===== src/rtl/seq_pkg.sv =====
// Shared definitions for the sync-pattern link: frame states, the default
// sync word and a small sizing helper used by the transmitter.
package seq_pkg;

    // Frame phases of the transmitter (the detector uses the same names).
    typedef enum logic [1:0] {
        ST_IDLE = 2'd0,
        ST_SYNC = 2'd1,
        ST_DATA = 2'd2,
        ST_GAP  = 2'd3
    } seq_state_e;

    // Single definition of the sync word shared by both ends of the link.
    localparam int         SYNC_DEFAULT_LEN = 4;
    localparam logic [3:0] SYNC_DEFAULT     = 4'b1001;

    // Largest of three sizes, used to dimension the shared bit counter.
    function automatic int max3(input int a, input int b, input int c);
        int m;
        m = (a > b) ? a : b;
        return (m > c) ? m : c;
    endfunction

endpackage


===== src/rtl/seq_pattern_tx_piso_shift.sv =====
// Parallel-load, MSB-first shift register holding the frame payload.
module piso_shift #(
    parameter int DATA_W = 8
) (
    input  logic              clock,
    input  logic              reset,
    input  logic              load,
    input  logic              shift_en,
    input  logic [DATA_W-1:0] d,
    output logic              q_msb
);

    logic [DATA_W-1:0] sreg;

    // Load the payload on an accepted start, otherwise move it up one bit.
    // NOTE: sequential state uses non-blocking assignments so every register
    // samples the pre-edge values regardless of statement order.
    always_ff @(posedge clock) begin
        if (reset) begin
            sreg <= '0;
        end else if (load) begin
            sreg <= d;
        end else if (shift_en) begin
            sreg <= sreg << 1;
        end
    end

    assign q_msb = sreg[DATA_W-1];

endmodule


===== src/rtl/seq_pattern_tx.sv =====
// Serial frame transmitter: sync word, MSB-first payload, then a low guard
// gap. Drives the single-bit line watched by the sync-pattern detector.
module seq_pattern_tx
    import seq_pkg::*;
#(
    parameter int                  SYNC_LEN     = SYNC_DEFAULT_LEN,
    parameter logic [SYNC_LEN-1:0] SYNC_PATTERN = SYNC_DEFAULT,
    parameter int                  DATA_W       = 8,
    parameter int                  GAP_LEN      = 2
) (
    input  logic              clock,
    input  logic              reset,
    input  logic              start,
    input  logic [DATA_W-1:0] data,
    input  logic              abort,
    output logic              ready,
    output logic              busy,
    output logic              out,
    output logic              done
);

    localparam logic [1:0] IDLE = 2'(ST_IDLE);
    localparam logic [1:0] SYNC = 2'(ST_SYNC);
    localparam logic [1:0] DATA = 2'(ST_DATA);
    localparam logic [1:0] GAP  = 2'(ST_GAP);

    localparam int CNT_W = $clog2(max3(SYNC_LEN, DATA_W, GAP_LEN) + 1);

    localparam logic [CNT_W-1:0] SYNC_LAST = CNT_W'(SYNC_LEN - 1);
    localparam logic [CNT_W-1:0] DATA_LAST = CNT_W'(DATA_W - 1);
    // The final low cycle of the guard gap is spent back in IDLE so that the
    // next start is accepted exactly GAP_LEN cycles after the last payload
    // bit; the GAP state therefore covers only the first GAP_LEN-1 cycles.
    localparam logic [CNT_W-1:0] GAP_LAST  = CNT_W'((GAP_LEN > 1) ? GAP_LEN - 2 : 0);

    logic [1:0]       state;
    logic [CNT_W-1:0] cnt;
    logic             accept;
    logic             kill;
    logic             load;
    logic             shift_en;
    logic             payload_bit;
    logic             sync_next;

    assign accept = (state == IDLE) && start && !abort;
    assign kill   = (state != IDLE) && abort;
    assign load   = accept;

    // Select the next sync bit and decide when the payload register advances.
    // NOTE: every always_comb output gets a default first so no path through
    // the block leaves a value unassigned and infers a latch.
    always_comb begin
        sync_next = 1'b0;
        shift_en  = 1'b0;
        for (int i = 0; i < SYNC_LEN - 1; i++) begin
            if (cnt == CNT_W'(i)) begin
                sync_next = SYNC_PATTERN[SYNC_LEN-2-i];
            end
        end
        if (!kill) begin
            if (state == SYNC && cnt == SYNC_LAST) begin
                shift_en = 1'b1;
            end else if (state == DATA && cnt != DATA_LAST) begin
                shift_en = 1'b1;
            end
        end
    end

    piso_shift #(
        .DATA_W (DATA_W)
    ) u_piso (
        .clock    (clock),
        .reset    (reset),
        .load     (load),
        .shift_en (shift_en),
        .d        (data),
        .q_msb    (payload_bit)
    );

    // Frame sequencer; all line and handshake outputs are registered here.
    always_ff @(posedge clock) begin
        if (reset) begin
            state <= IDLE;
            cnt   <= '0;
            out   <= 1'b0;
            busy  <= 1'b0;
            ready <= 1'b1;
            done  <= 1'b0;
        end else if (kill) begin
            state <= IDLE;
            cnt   <= '0;
            out   <= 1'b0;
            busy  <= 1'b0;
            ready <= 1'b1;
            done  <= 1'b0;
        end else begin
            case (state)
                IDLE: begin
                    done <= 1'b0;
                    out  <= 1'b0;
                    if (accept) begin
                        state <= SYNC;
                        cnt   <= '0;
                        out   <= SYNC_PATTERN[SYNC_LEN-1];
                        busy  <= 1'b1;
                        ready <= 1'b0;
                    end
                end
                SYNC: begin
                    if (cnt == SYNC_LAST) begin
                        state <= DATA;
                        cnt   <= '0;
                        out   <= payload_bit;
                    end else begin
                        cnt <= cnt + 1'b1;
                        out <= sync_next;
                    end
                end
                DATA: begin
                    if (cnt == DATA_LAST) begin
                        cnt  <= '0;
                        out  <= 1'b0;
                        done <= 1'b1;
                        if (GAP_LEN > 1) begin
                            state <= GAP;
                        end else begin
                            state <= IDLE;
                            busy  <= 1'b0;
                            ready <= 1'b1;
                        end
                    end else begin
                        cnt <= cnt + 1'b1;
                        out <= payload_bit;
                    end
                end
                default: begin
                    done <= 1'b0;
                    out  <= 1'b0;
                    if (cnt == GAP_LAST) begin
                        state <= IDLE;
                        cnt   <= '0;
                        busy  <= 1'b0;
                        ready <= 1'b1;
                    end else begin
                        cnt <= cnt + 1'b1;
                    end
                end
            endcase
        end
    end

endmodule


===== config.mk =====
export PLATFORM = sky130hd
export DESIGN_NAME = seq_pattern_tx
export DESIGN_NICKNAME = d
export VERILOG_FILES = /design/src/rtl/seq_pkg.sv /design/src/rtl/seq_pattern_tx_piso_shift.sv /design/src/rtl/seq_pattern_tx.sv
export SDC_FILE = /design/constraint.sdc
export NUM_CORES = 1
export LEC_CHECK = 0
export CAP_MARGIN = 20
export CORE_UTILIZATION = 40
export DETAILED_ROUTE_END_ITERATION = 7
export SYNTH_ARGS = -nofsm -noshare
export SYNTH_HDL_FRONTEND = slang
export SYNTH_SLANG_ARGS = --single-unit

===== constraint.sdc =====
create_clock -name clock -period 2.2 [get_ports clock]
set_input_delay 0.44 -clock clock [delete_from_list [all_inputs] [get_ports clock]]
set_output_delay 0.44 -clock clock [all_outputs]
set_load 0.02 [all_outputs]

; ---- Yosys cells after proc, flatten, opt, wreduce, memory -nomap -nowiden
; Index checks and enable logic that the tools add are counted.
[classes]
addsub = 1
eq_ne = 9
muxes = 28
bitwise_logic = 2
n_reduce_logical = 17
[ops]
columns = cell, count
row1 = $mux W4, 4
row2 = $mux W8, 2
row3 = $mux W1, 12
row4 = $pmux W4 S3, 1
row5 = $eq A4 B2 Y1 const B, 2
row6 = $mux W2, 4
row7 = $pmux W1 S2, 3
row8 = $pmux W2 S3, 1
row9 = $reduce_bool A2 Y1, 3
row10 = $logic_and A1 B1 Y1, 5
row11 = $add A4 B1 Y4 const B, 1
row12 = $eq A4 B3 Y1 const B, 1
row13 = $logic_not A4 Y1, 1
row14 = $ne A2 B1 Y1 const B, 2
row15 = $ne A4 B3 Y1 const B, 1
row16 = $reduce_and A4 Y1, 1
row17 = $reduce_bool A4 Y1, 1
row18 = $reduce_or A2 Y1, 2
row19 = $pmux W1 S3, 1
row20 = $reduce_and A3 Y1, 1
row21 = $eq A2 B1 Y1 const B, 1
row22 = $eq A2 B2 Y1 const B, 1
row23 = $logic_not A2 Y1, 1
row24 = $ne A2 B2 Y1 const B, 1
row25 = other kinds (3), 4
[word_totals]
ff_bits = 18
inputBits = 12
out_inout_bits = 4

; ---- Depth between registers and ports, before layout
; Gate-level depths: netlist (run 1).
[depth]
word_depth = 7
mapped_depth = 7
depth_no_buf = 6

; ---- Modules after synthesis
; From an unflattened synthesis (run 1), not the netlist that was laid out.
[unflattened]
cells_unflattened = 119
area_unflattened_um2 = 1051.0
[modules_own_cells]
columns = mod, instances, cells_per_inst, area_per_inst_um2, seq_area_each_um2
row1 = seq_pattern_tx, 1, 84, 681.9, 200.2
row2 = piso_shift, 1, 35, 369.1, 160.2

; ---- Worst setup path after synthesis (run 1)
; No wires, ideal clock.
[synth_timing]
path_kind = register -> register
startpoint = register state[0]
endpoint = register cnt[1]
setup_ns = 0.075
t_arrival_ns = 1.675
path_slack_ns = 0.450
stages_incl_launch_ff = 7
period_less_slack_ns = 1.750
path_cell_list = dfxtp_1 -> inv_1 -> ha_1 -> nor2b_2 -> or2_1 -> or4b_1 -> o22ai_1
[synth_between]
elab_chain_len = 4
word_cells_on_any_way = 10
[synth_lines]
columns = item, line
row1 = from (decl), seq_pattern_tx.sv:36  ; logic [1:0] state;
row2 = from (signal assigned), seq_pattern_tx.sv:83  ; state <= IDLE;
row3 = from (signal assigned), seq_pattern_tx.sv:90  ; state <= IDLE;
row4 = from (signal assigned), seq_pattern_tx.sv:102  ; state <= SYNC;
row5 = $logic_not A2 Y1, "seq_pattern_tx.sv:45, seq_pattern_tx.sv:97"
row6 = $logic_and A1 B1 Y1 (2 in a row), seq_pattern_tx.sv:45  ; assign accept = (state == IDLE) && start && !abort;
row7 = $ne A2 B2 Y1 (no source line), --
row8 = to (signal assigned), seq_pattern_tx.sv:115  ; cnt <= cnt + 1'b1;
row9 = to (signal assigned), seq_pattern_tx.sv:132  ; cnt <= cnt + 1'b1;
row10 = to (signal assigned), seq_pattern_tx.sv:145  ; cnt <= cnt + 1'b1;
row11 = to (decl), seq_pattern_tx.sv:37  ; logic [CNT_W-1:0] cnt;
; Several ways; a longest one is shown, not always the timed one.
; A chain may end at the register's enable or synchronous reset.

; ---- Worst setup path in the final report (run 1)
[layout_timing]
startpoint = register state[0]
endpoint = register cnt[0]
; Same word-level chain as after synthesis.

==> impl_metrics.env, run 1 <==
export IMPL_drc=0
export IMPL_ctsResizeCount=0
export IMPL_cts_sinks=18
export IMPL_crit_path_end_kind="register"
export IMPL_grt_pass1_vias=820
export IMPL_fp_row_count=18
export IMPL_p_per_area_mw_per_mm2=949
export IMPL_postSynth_asyncResetShare_pct=0
export IMPL_cp_max_fo=8
export IMPL_vias=909
export IMPL_dr_pass1_iters=4
export IMPL_slew_viol_final=0
export IMPL_p_leak_nw=0.497
export IMPL_antenna_found_initial=0
export IMPL_rsz0062_at_grt="false"
export IMPL_via_per_inst=5.41
export IMPL_maxCapViolCount=0
export IMPL_die_w_um=53.7
export IMPL_core_sq_mm=0.00250
export IMPL_yosys_warnings=0
export IMPL_regToRegSetupSlack_ns=0.26
export IMPL_ys_types=40
export IMPL_synth_edff_count=0
export IMPL_arrival_ns=2.17
export IMPL_drt_first_iter_violations=17
export IMPL_seq_area_frac_synth_pct=33.8
export IMPL_cts_tree="done"
export IMPL_syn_cell_area_sq_mm=0.00107
export IMPL_synth_ff_type="dfxtp_1"
export IMPL_setup_violations_final=0
export IMPL_yosys_area_top_type="dfxtp_1"
export IMPL_root_buffer="clkbuf_4"
export IMPL_ys_ff_latch=18
export IMPL_crit_path_start="state[0]$_SDFFE_PP0P_"
export IMPL_drive_above_1_share_pct=10.1
export IMPL_netlist_area_leader_share_pct=33.8
export IMPL_wl_met1_um=1080
export IMPL_clk_pin_slew_ns=0.11
export IMPL_period_needed_ns=1.94
export IMPL_avgSynthCellArea_sq_um=8.97
export IMPL_most_common_layout_cells="dfxtp_1 (18), clkdlybuf4s50_1 (15), mux2i_1 (10), nor2_1 (10)"
export IMPL_clk_latency_ns=0.30
export IMPL_timing_rr_start="state[0]$_SDFFE_PP0P_"
export IMPL_ir_drop_mv=0.604
export IMPL_area_growth_pct=21.2
export IMPL_grt_max_degree=20
export IMPL_min_period_over_period_pct=88.2
export IMPL_crit_required_ns=2.43
export IMPL_wirelength_um=2220
export IMPL_fillers=244
export IMPL_cts_max_level=1
export IMPL_grt_overflow_total=0
export IMPL_diodes=0
export IMPL_slew_headroom_pct=72.6
export IMPL_final_nets=158
export IMPL_finalCoreUtilization_pct=51.8
export IMPL_max_freq_mhz=515
export IMPL_final_common_cell="dfxtp_1"
export IMPL_clockBufferDepth=2
export IMPL_initial_core_util_pct=42.7
export IMPL_min_path_type="reg -> reg"
export IMPL_io_buffers=15
export IMPL_hp_start="busy$_SDFFE_PP0P_"
export IMPL_synth_cells=119
export IMPL_max_slew_worst_pin_slew_ns=0.410
export IMPL_track_usage_pct=17.9
export IMPL_cts_setup_buffers=0
export IMPL_start_kind="register"
export IMPL_skew_ns=0.00798
export IMPL_dieArea_sq_mm=0.00288
export IMPL_outcome="finished clean"
export IMPL_gp_congestion=0.884
export IMPL_crit_type="reg -> reg"
export IMPL_ant_nets=0
export IMPL_dp_hpwl_um=1650
export IMPL_syn_nets=138
export IMPL_wl_met2_um=1050
export IMPL_avgRoutedWirePerCell_um=13.2
export IMPL_tns_ns=0
export IMPL_grt_pass1_wl_um=3710
export IMPL_ios=16
export IMPL_synthTopCellsByArea="dfxtp_1 (34%), mux2i_1 (9.4%), ha_1 (8.2%), a211oi_1 (5.6%), nor2_1 (3.5%)"
export IMPL_cts_buffers=3
export IMPL_die_y_um=53.7
export IMPL_top_layer="met4"
export IMPL_hold_viol=0
export IMPL_wl_met3_um=56
export IMPL_postCtsHoldBufs=0
flip-flops by register name, summed over array words and instances (netlist names):
signal       cells
done             1
state            2
u_piso.sreg      8
cnt              4
out              1
ready            1
busy             1
cell type report:
type | count | area, sq um | area share, %
Clock buffer | 4 | 36.3 | 2.80
Inverter | 9 | 33.8 | 2.61
Multi-Input combinational cell | 87 | 638 | 49.3
Sequential cell | 18 | 360 | 27.9
Tap cell | 30 | 37.5 | 2.90
Timing Repair Buffer | 20 | 188 | 14.5
worst max-delay path, stage by stage (launching register included):
cell     delay [ns]
dfxtp_1        0.36
inv_1          0.09
ha_1           0.34
nor2b_2        0.11
or2_1          0.24
or4b_1         0.57
mux2i_1        0.17
metal layers:
layer  up-vias  GRT usage [%]
met5         -              0
met1       424           23.9
li1        465              -
met2        14           27.7
met3         6           2.82
met4         0           8.77
Yosys cell counts (2+ instances only):
master / instances
clkbuf_1: 2
inv_1: 8
o21ai_1: 2
a211oi_1: 8
o21ai_0: 2
dfxtp_1: 18
a21oi_1: 7
o22ai_1: 2
nand3_1: 2
nor3_1: 5
nand2_1: 8
nor2_1: 10
ha_1: 7
buf_6: 2
nand3b_1: 2
mux2i_1: 10
power by group:
| group | switching [mW] | internal (mW) |
|---|---|---|
| logic | 0.325 | 0.257 |
| clock network | 0.111 | 0.101 |
| registers | 0.0456 | 0.389 |
| total | 0.481 | 0.746 |
worst paths after layout:
| path | end | cells after the start |
|---|---|---|
| worst max-delay path | cnt[0]$_SDFFE_PP0P_ | 6 |
| worst max register to register | cnt[0]$_SDFFE_PP0P_ | 6 |
| worst min-delay path | busy$_SDFFE_PP0P_ | 2 |
| worst min register to register | busy$_SDFFE_PP0P_ | 2 |
stage by stage:
step | power, mW | instances | hold WS, ns | setup slack [ns] | area, sq um
3_3_place_gp | 1.00 | 164 | 0.475 | 0.126 | 1260
4_1_cts | 1.23 | 168 | 0.505 | 0.264 | 1290
2_1_floorplan | 0.853 | 119 | 0.460 | 0.450 | 1070
3_5_place_dp | 1.02 | 164 | 0.488 | 0.0703 | 1260
5_1_grt | 1.32 | 168 | 0.520 | 0.113 | 1290
6_report | 1.23 | 168 | 0.499 | 0.260 | 1290
kinds of logic (layout without fill, tap and decap cells):
group | count (synthesis) | count (layout) | synth area share (%)
and+or+nand+nor | 41 | 41 | 22.4
muxes | 11 | 11 | 10.4
DFF | 18 | 18 | 33.8
buffers and inverters | 14 | 33 | 6.45
AOI/OAI and AO/OA | 28 | 28 | 18.8
adders and majority gates | 7 | 7 | 8.21
(Power assumes the default switching activity.)
==> run 2: changes to the inputs <==
--- a/config.mk
+++ b/config.mk
@@ -8,6 +8,7 @@
 export CAP_MARGIN = 20
 export CORE_UTILIZATION = 40
 export DETAILED_ROUTE_END_ITERATION = 7
+export SLEW_MARGIN = 20
 export SYNTH_ARGS = -nofsm -noshare
 export SYNTH_HDL_FRONTEND = slang
 export SYNTH_SLANG_ARGS = --single-unit
==> results of run 2 <==
No change in the layout: final DEF, timing and power equal those of run 1.
==> run 3: changes to the inputs <==
--- a/config.mk
+++ b/config.mk
@@ -7,6 +7,7 @@
 export LEC_CHECK = 0
 export CAP_MARGIN = 20
 export CORE_UTILIZATION = 40
+export CTS_CLUSTER_DIAMETER = 80
 export DETAILED_ROUTE_END_ITERATION = 7
 export SLEW_MARGIN = 20
 export SYNTH_ARGS = -nofsm -noshare
==> constraint.sdc (replaced) <==
create_clock -name clock -period 1.95 [get_ports clock]
set_input_delay 0.39 -clock clock [delete_from_list [all_inputs] [get_ports clock]]
set_output_delay 0.39 -clock clock [all_outputs]
set_load 0.02 [all_outputs]
==> run 3 against run 2 <==
  * Sequential power rose by 12%
  * Clock skew barely moved
  * Maximum frequency rose by 8.8%
  * Sequential share of layout area fell by 1.3 points
  * Combinational power rose by 32%
  * Worst hold slack improved by 0.00071 ns
  * Global-route usage rose by 0.20 points
  * Sequential cell count did not move
  * Critical path type unchanged
==> impl_metrics.env, run 3 (same netlist as run 1, synthesis figures left out) <==
export IMPL_clockBufferDepth=2
export IMPL_area_growth_pct=27.4
export IMPL_final_common_cell="dfxtp_1"
export IMPL_setup_violations_final=0
export IMPL_cts_setup_buffers=0
export IMPL_cts_max_level=1
export IMPL_grt_overflow_total=0
export IMPL_tns_ns=0
export IMPL_initial_core_util_pct=42.7
export IMPL_clk_pin_slew_ns=0.11
export IMPL_crit_slowest_cell="or4b_1"
export IMPL_drt_first_iter_violations=22
export IMPL_ant_nets=0
export IMPL_crit_path_end_kind="register"
export IMPL_grt_pass1_vias=848
export IMPL_final_nets=164
export IMPL_dr_pass1_iters=4
export IMPL_max_freq_mhz=561
export IMPL_hold_viol=0
export IMPL_dp_hpwl_um=1720
export IMPL_avgRoutedWirePerCell_um=13.1
export IMPL_max_slew_worst_pin_slew_ns=0.453
export IMPL_gp_congestion=0.844
export IMPL_most_common_layout_cells="dfxtp_1 (17), clkdlybuf4s50_1 (15), mux2i_1 (10), nor2_1 (10), buf_4 (10)"
export IMPL_largest_register="u_piso.sreg"
export IMPL_grt_max_degree=18
export IMPL_cp_max_fo=3
export IMPL_diodes=0
export IMPL_die_w_um=53.7
export IMPL_arrival_ns=2.02
export IMPL_crit_path_cell_trace="inv_1 -> ha_1 -> nor3b_1 -> a21oi_1 -> or4b_1 -> o22ai_1"
export IMPL_largest_reg_flops=8
export IMPL_min_period_over_period_pct=91.5
export IMPL_p_leak_nw=0.530
export IMPL_maxCapViolCount=0
export IMPL_clk_latency_ns=0.30
export IMPL_crit_type="reg -> reg"
export IMPL_crit_family="simple AND/OR/NAND/NOR gates"
export IMPL_drive_above_1_share_pct=16.0
export IMPL_cp_slowest_stage_delay_ns=0.51
export IMPL_biggestRegsByFlops="u_piso.sreg: 8 flops, cnt: 4 flops, state: 2 flops"
export IMPL_p_per_area_mw_per_mm2=1100
export IMPL_core_sq_mm=0.00250
export IMPL_via_per_inst=5.32
export IMPL_outcome="finished clean"
export IMPL_drc=0
export IMPL_grt_pass1_wl_um=3710
export IMPL_fp_row_count=18
export IMPL_skew_ns=0.00828
export IMPL_cts_buffers=3
export IMPL_cts_sinks=18
export IMPL_start_kind="register"
export IMPL_vias=925
export IMPL_antenna_found_initial=0
export IMPL_period_needed_ns=1.78
export IMPL_ir_drop_mv=0.705
export IMPL_fin_area_sq_mm=0.00136
export IMPL_critPathBufInv=1
export IMPL_dpl_cell_area_sq_mm=0.00132
export IMPL_io_buffers=15
export IMPL_crit_required_ns=2.19
export IMPL_wirelength_um=2270
export IMPL_dieArea_sq_mm=0.00288
export IMPL_track_usage_pct=18.1
export IMPL_die_y_um=53.7
export IMPL_cts_tree="done"
export IMPL_slew_viol_final=0
export IMPL_ios=16
export IMPL_root_buffer="clkbuf_4"
export IMPL_min_path_type="reg -> reg"
export IMPL_slew_headroom_pct=69.0
export IMPL_rsz0062_at_grt="false"
run 3: changes by cell type in the layout (fill, tap and decap cells not counted):
cell / change
nor3_2: +1
nor3_1: -1
dfxtp_2: +1
buf_12: +1
ha_2: +1
buf_4: +5
dfxtp_1: -1
ha_1: -1
run 3: final cells by class:
class	count	area, sq um
fill	229	1140
multi-input combinational	87	646
sequential	18	362
timing repair buffer	26	245
tap	30	37.5
clock buffer	4	36.3
inverter	9	33.8
run 3: power breakdown:
group,switching [mW],total (mW),internal [mW]
combinational,0.391,0.768,0.376
sequential,0.0472,0.486,0.439
clock,0.126,0.240,0.114
run 3: what timing repair did:
action / 4_1_cts / 5_1_grt
hold buffers: 0 / 0
resized for setup: 0 / 3
endpoints found under the setup margin: 0 / 5
run 3: layer usage:
layer	wire, um	global-route usage (%)
met4	46	7.89
met3	79	2.54
met5	0	0
met2	1030	28.7
met1	1110	24.1
run 3: final timing paths:
path | endpoint | cells after the start | startpoint | slack [ns]
min | ready$_SDFFE_PP1P_ | 2 | ready$_SDFFE_PP1P_ | 0.50
min reg2reg | ready$_SDFFE_PP1P_ | 2 | ready$_SDFFE_PP1P_ | 0.50
max reg2reg | cnt[1]$_SDFFE_PP0P_ | 6 | cnt[0]$_SDFFE_PP0P_ | 0.17
max | cnt[1]$_SDFFE_PP0P_ | 6 | cnt[0]$_SDFFE_PP0P_ | 0.17
run 3: stage by stage:
step	power, mW	setup slack, ns	instances	hold slack, ns	utilization [%]
after floorplan	0.963	0.200	119	0.460	-
final	1.49	0.166	174	0.500	54.4
after CTS	1.48	0.118	174	0.502	54.1
after global placement	1.23	-0.0202	170	0.471	52.6
after detailed placement	1.24	-0.0537	170	0.477	52.6
after global routing	1.59	0.00781	174	0.528	54.4
run 3: worst reg2reg max path: stages (launching register included):
cell and delay, ns:
dfxtp_1 0.37, inv_1 0.07, ha_1 0.23, nor3b_1 0.17
a21oi_1 0.20, or4b_1 0.51, o22ai_1 0.17
